[config.mk]
export PLATFORM = sky130hd
export DESIGN_NAME = pwm_capture
export DESIGN_NICKNAME = d
export VERILOG_FILES = /design/src/rtl/pwm_capture.sv
export SDC_FILE = /design/constraint.sdc
export NUM_CORES = 1
export LEC_CHECK = 0
export CAP_MARGIN = 10
export CORE_MARGIN = 1.5
export CORE_UTILIZATION = 53
export CTS_BUF_LIST = sky130_fd_sc_hd__clkbuf_4 sky130_fd_sc_hd__clkbuf_8 sky130_fd_sc_hd__clkbuf_16
export DETAILED_ROUTE_END_ITERATION = 16
export GPL_TIMING_DRIVEN = 0
export PLACE_DENSITY = 0.76
export REMOVE_ABC_BUFFERS = 1
export SLEW_MARGIN = 5
export SYNTH_ARGS = -nofsm -noshare
export SYNTH_HDL_FRONTEND = slang
export SYNTH_SLANG_ARGS = --single-unit
[constraint.sdc]
create_clock -name i_clk -period 2.05 [get_ports i_clk]
set_input_delay 0.615 -clock i_clk [delete_from_list [all_inputs] [get_ports i_clk]]
set_output_delay 0.615 -clock i_clk [all_outputs]
set_load 0.02 [all_outputs]
[src/rtl/pwm_capture.sv]
// PWM capture: measures high time and period of an asynchronous PWM input in i_clk cycles,
// published through a 16-bit Wishbone register map. Define PWM_CAPTURE_IRQ_EN to enable o_irq.
//
// state   | meaning
// --------+------------------------------------------------------------
// IDLE    | capture disabled, counter held at 0
// ARM     | waiting for the first rise; partial period is discarded
// MEAS    | counting; fall latches high time, rise publishes results
module pwm_capture #(
   parameter int unsigned CNT_W  = 16,
   parameter logic [15:0] TO_RST = 16'hFFFF
) (
   input  logic        i_clk,
   input  logic        i_rst_n,
   input  logic        i_wb_cyc,
   input  logic        i_wb_stb,
   input  logic        i_wb_we,
   input  logic [3:0]  i_wb_adr,
   input  logic [15:0] i_wb_data,
   output logic        o_wb_ack,
   output logic [15:0] o_wb_data,
   input  logic        i_pwm,
   output logic        o_irq
);

   localparam logic [1:0] ST_IDLE = 2'd0;
   localparam logic [1:0] ST_ARM  = 2'd1;
   localparam logic [1:0] ST_MEAS = 2'd2;

   localparam logic [3:0] ADR_CTRL    = 4'd0;
   localparam logic [3:0] ADR_STATUS  = 4'd1;
   localparam logic [3:0] ADR_HIGH    = 4'd2;
   localparam logic [3:0] ADR_PERIOD  = 4'd3;
   localparam logic [3:0] ADR_TIMEOUT = 4'd4;

   logic             pwm_s1, pwm_s2, pwm_s3;
   logic             rise, fall;
   logic [1:0]       state;
   logic [CNT_W-1:0] cnt, hi_shadow, high_cnt, period_cnt;
   logic [15:0]      to_cnt, timeout_reg;
   logic             ctrl_en, ctrl_irq_v, ctrl_irq_t;
   logic             st_valid, st_ovf, st_timeout;
   logic             wb_req, wr_ctrl, wr_status, wr_to, clr;
   logic [2:0]       w1c;
   logic             cnt_max, meas_act, to_fire, publish, ovf_set;
   logic [15:0]      rd_data;

   // two-flop synchroniser, third flop for edge detection, registered pulses
   always_ff @(posedge i_clk or negedge i_rst_n) begin
      if (!i_rst_n) begin
         pwm_s1 <= 1'b0;
         pwm_s2 <= 1'b0;
         pwm_s3 <= 1'b0;
         rise   <= 1'b0;
         fall   <= 1'b0;
      end else begin
         pwm_s1 <= i_pwm;
         pwm_s2 <= pwm_s1;
         pwm_s3 <= pwm_s2;
         rise   <= pwm_s2 & ~pwm_s3;
         fall   <= ~pwm_s2 & pwm_s3;
      end
   end

   assign wb_req    = i_wb_cyc & i_wb_stb & ~o_wb_ack;
   assign wr_ctrl   = wb_req & i_wb_we & (i_wb_adr == ADR_CTRL);
   assign wr_status = wb_req & i_wb_we & (i_wb_adr == ADR_STATUS);
   assign wr_to     = wb_req & i_wb_we & (i_wb_adr == ADR_TIMEOUT);
   assign clr       = wr_ctrl & i_wb_data[3];
   assign w1c       = wr_status ? i_wb_data[2:0] : 3'b000;

   assign cnt_max  = &cnt;
   assign meas_act = ctrl_en & (state == ST_MEAS) & ~clr;
   // timeout counts consecutive edge-free cycles; a zero limit disables it
   assign to_fire  = ctrl_en & (state != ST_IDLE) & (timeout_reg != 16'd0) &
                     (to_cnt == 16'd1) & ~rise & ~fall;
   assign publish  = meas_act & rise;
   assign ovf_set  = meas_act & ~rise & ~to_fire & cnt_max;

   always_ff @(posedge i_clk or negedge i_rst_n) begin
      if (!i_rst_n) begin
         ctrl_en <= 1'b0;
      end else if (wr_ctrl) begin
         ctrl_en <= i_wb_data[0];
      end
   end

`ifdef PWM_CAPTURE_IRQ_EN
   always_ff @(posedge i_clk or negedge i_rst_n) begin
      if (!i_rst_n) begin
         ctrl_irq_v <= 1'b0;
         ctrl_irq_t <= 1'b0;
         o_irq      <= 1'b0;
      end else begin
         if (wr_ctrl) begin
            ctrl_irq_v <= i_wb_data[1];
            ctrl_irq_t <= i_wb_data[2];
         end
         o_irq <= (st_valid & ctrl_irq_v) | (st_timeout & ctrl_irq_t);
      end
   end
`else
   assign ctrl_irq_v = 1'b0;
   assign ctrl_irq_t = 1'b0;
   assign o_irq      = 1'b0;
`endif

   always_ff @(posedge i_clk or negedge i_rst_n) begin
      if (!i_rst_n) begin
         timeout_reg <= TO_RST;
      end else if (wr_to) begin
         timeout_reg <= i_wb_data;
      end
   end

   always_ff @(posedge i_clk or negedge i_rst_n) begin
      if (!i_rst_n) begin
         to_cnt <= 16'd0;
      end else if (!ctrl_en || state == ST_IDLE || rise || fall || to_fire || clr ||
                   to_cnt == 16'd0) begin
         to_cnt <= timeout_reg;
      end else begin
         to_cnt <= to_cnt - 16'd1;
      end
   end

   always_ff @(posedge i_clk or negedge i_rst_n) begin
      if (!i_rst_n) begin
         state     <= ST_IDLE;
         cnt       <= '0;
         hi_shadow <= '0;
      end else if (!ctrl_en) begin
         state <= ST_IDLE;
         cnt   <= '0;
      end else if (clr) begin
         state     <= ST_ARM;
         cnt       <= '0;
         hi_shadow <= '0;
      end else if (to_fire) begin
         state <= ST_ARM;
         cnt   <= '0;
      end else begin
         case (state)
            ST_IDLE: begin
               state <= ST_ARM;
               cnt   <= '0;
            end
            ST_ARM: begin
               if (rise) begin
                  state <= ST_MEAS;
                  cnt   <= CNT_W'(1);
               end
            end
            ST_MEAS: begin
               if (fall) hi_shadow <= cnt;
               if (rise) cnt <= CNT_W'(1);
               else if (!cnt_max) cnt <= cnt + CNT_W'(1);
            end
            default: begin
               state <= ST_IDLE;
               cnt   <= '0;
            end
         endcase
      end
   end

   // hardware set beats a same-cycle W1C; clr beats everything
   always_ff @(posedge i_clk or negedge i_rst_n) begin
      if (!i_rst_n) begin
         high_cnt   <= '0;
         period_cnt <= '0;
         st_valid   <= 1'b0;
         st_ovf     <= 1'b0;
         st_timeout <= 1'b0;
      end else if (clr) begin
         high_cnt   <= '0;
         period_cnt <= '0;
         st_valid   <= 1'b0;
         st_ovf     <= 1'b0;
         st_timeout <= 1'b0;
      end else begin
         if (publish) begin
            high_cnt   <= hi_shadow;
            period_cnt <= cnt;
         end
         st_valid   <= publish | (st_valid & ~w1c[0]);
         st_ovf     <= ovf_set | (st_ovf & ~w1c[1]);
         st_timeout <= to_fire | (st_timeout & ~w1c[2]);
      end
   end

   always_comb begin
      rd_data = 16'd0;
      case (i_wb_adr)
         ADR_CTRL:    rd_data[2:0] = {ctrl_irq_t, ctrl_irq_v, ctrl_en};
         ADR_STATUS:  rd_data[2:0] = {st_timeout, st_ovf, st_valid};
         ADR_HIGH:    rd_data[CNT_W-1:0] = high_cnt;
         ADR_PERIOD:  rd_data[CNT_W-1:0] = period_cnt;
         ADR_TIMEOUT: rd_data = timeout_reg;
         default:     rd_data = 16'd0;
      endcase
   end

   always_ff @(posedge i_clk or negedge i_rst_n) begin
      if (!i_rst_n) begin
         o_wb_ack  <= 1'b0;
         o_wb_data <= 16'd0;
      end else begin
         o_wb_ack  <= wb_req;
         o_wb_data <= (wb_req & ~i_wb_we) ? rd_data : 16'd0;
      end
   end

endmodule

==> qor.yml <==
timing:
  hold_slack_ps: 26.5
  setup_viol: 21
  final.setup.tns_ps: -1610
  rsz0062_at_grt: "true"
  maxSlewViolCount: 0
  finalHoldViolCount: 0
  max_slew_margin: 0.578
  period_needed_ps: 2190
  max_freq_mhz: 456
  timing.final.crit_share: 1.07
  clock_skew_ps: 7.01
  worstMarginPinSlew_ps: 634
  setup_ws_ps: -144
synth:
  async_flop_share: 1.00
  ys_warn_count: 0
  synth.ff_latch_count: 124
  synth_edf_count: 0
  synth_cell_types: 56
  synth_top_cell_by_area: "dfrtp_1"
  ys_seq_area_frac: 0.526
  netlist_instances: 564
  synth.cell_area_mm2: 0.00594
  synth_top_area_frac: 0.455
  synth_flop_cell: "dfrtp_1"
  syn_area_per_cell_um2: 10.5
  synth_area_leaders: "dfrtp_1 46%, mux2_2 7.4%, dfstp_2 7.1%"
global_route:
  grt_max_degree: 72
  grt_overflow_total: 0
  grt_pass1_vias: 4401
  antenna_found_initial: 0
  grt_pass1_wl_um: 22200
  grtUsageTotal: 0.246
routing:
  wl_per_cell_um: 19.8
  vias: 4706
  drt-pass1-iter-count: 7
  ant_nets: 0
  vias_per_cell: 6.12
  drt_iter0_drc: 458
  drc_errors: 0
  wl_um: 15200
power:
  leakagePower_nw: 3.33
  power.total_mw: 6.97
  ir_drop_uv: 617
  power.density_mw_per_mm2: 925
clocking:
  clkTransAtPathRegs_ps: 60
  cts-root-buf: "clkbuf_8"
  cts_buffers: 17
  htree_num_levels: 4
  insertion_delay_ps: 530
  cts_tree: "yes"
  clock_path_buffers: 2
  postCtsHoldBufs: 0
  clock_sinks: 124
placed_design:
  numPortBuffers: 42
  dp_cells: 710
  dp_hpwl_um: 8130
  gp_congestion: 0.854
layout:
  area_delta_synth_final_pct: 26.9
  stdcell_count: 769
  fill_cells: 724
  nets: 650
  seq_area_mm2: 0.00313
  multi_input_area_mm2: 0.00287
  drive_gt1_frac: 0.291
  diodes: 0
  final_cell_mix: "102 x dfrtp_1, 85 x nand2_1, 49 x a21oi_1"
  postLayoutCoreUtil: 0.692
  final_common_cell: "dfrtp_1"
worst_setup_path:
  cpMostUsedCell: "buf_12"
  cp_top_family: "simple AND/OR/NAND/NOR gates"
  worst_ep_required_time_ps: 2460
  startpoint_type: "flop"
  ff2ff_setup_slack_ps: -140
  path_cells: "nor3_1 > nor3b_4 > nand2b_1 > o21ai_4 > buf_12 > buf_12 > mux2_4"
  end_kind: "flop"
  worst_ep_arrival_time_ps: 2600
  max_stage_delay_ps: 430
  critPathBufInv: 2
  critPathSlowestCell: "nor3_1"
  path_max_fanout: 8
  crit_type: "flop to flop"
floorplan:
  fp.dieH_um: 109
  start_util: 0.545
  boundaryPins: 44
  num_rows: 38
  die_width_um: 109
  die_area_mm2: 0.0118
  core_area_mm2: 0.0109
min_path:
  hp-class: "input pin to asynchronous set/reset pin"
run_status:
  status: "finished with violations"
  violations: "setup timing"
run:
  maxCapViolations: 0
## per-stage QoR
step / cell area [um^2] / setup slack [ps]
after floorplan: 5730 / -551
after global placement: 6330 / -4210
after detailed placement: 6390 / -1820
after CTS: 7330 / -47.5
after global routing: 7530 / -225
final: 7530 / -144
## path summary, 6_finish.rpt
path / start / end / depth (start not counted)
worst max-delay path: to_cnt[6] / to_cnt[8] / 7
worst min-delay path: i_rst_n / to_cnt[11] / 1
worst max register to register: to_cnt[6] / to_cnt[8] / 7
worst min register to register: pwm_s1 / pwm_s2 / 0
max in group asynchronous: i_rst_n / cnt[0] / 2
min in group i_clk: pwm_s1 / pwm_s2 / 0
## area by class of cell
class | count | area share
timing repair buffer | 69 | 0.0913
inverter | 7 | 0.00349
tap | 140 | 0.0232
multi-input combinational | 397 | 0.381
sequential | 124 | 0.415
clock inverter | 7 | 0.0213
clock buffer | 25 | 0.0646
## routing by layer
layer / track usage / up-vias / part of all wire / routed length (um)
met3: 0.0604 / 47 / 0.056 / 852
li1: - / 2105 / - / -
met2: 0.409 / 198 / 0.50 / 7600
met5: 0 / - / 0 / 0
met4: 0.0836 / 0 / 0.030 / 458
met1: 0.315 / 2356 / 0.41 / 6300
## cell usage after synthesis, drive strengths merged, types with 3 or more instances
library cell	count
dfstp	16
dfrtp	108
nand2b	3
a22o	16
xnor2	3
nand3	13
nor2b	8
clkbuf	18
ha	8
nor2	38
a311oi	4
and2	5
a21oi	52
and3	4
buf	21
nor3	16
inv	7
nand2	86
o21ai	15
mux2	48
a41oi	5
nand4	7
nor4	9
xor2	11
a22oi	17
## kinds of logic after synthesis
family,Yosys count,share of synthesized area
and+or+nand+nor,204,0.168
DFF,124,0.526
muxes,49,0.0984
adders and majority gates,8,0.0169
buffers and inverters,46,0.0388
xor gates and xnor gates,14,0.0207
AOI/OAI and AO/OA,118,0.130
other,1,0.000632
## power by group
| part | switching (mW) | internal, mW | leakage (nW) | total (mW) |
|---|---|---|---|---|
| registers | 0.185 | 2.66 | 1.50 | 2.85 |
| clock network | 1.03 | 2.24 | 0.325 | 3.27 |
| logic | 0.431 | 0.421 | 1.50 | 0.851 |
| total | 1.65 | 5.32 | 3.33 | 6.97 |
## timing repair
item / 4_1_cts / 5_1_grt
gates resized for setup: 62 / 26
pin swaps: 10 / 12
setup endpoints to repair: 134 / 73
cloned: 1 / 2
setup buffers: 16 / 8
(Power assumes the default switching activity.)
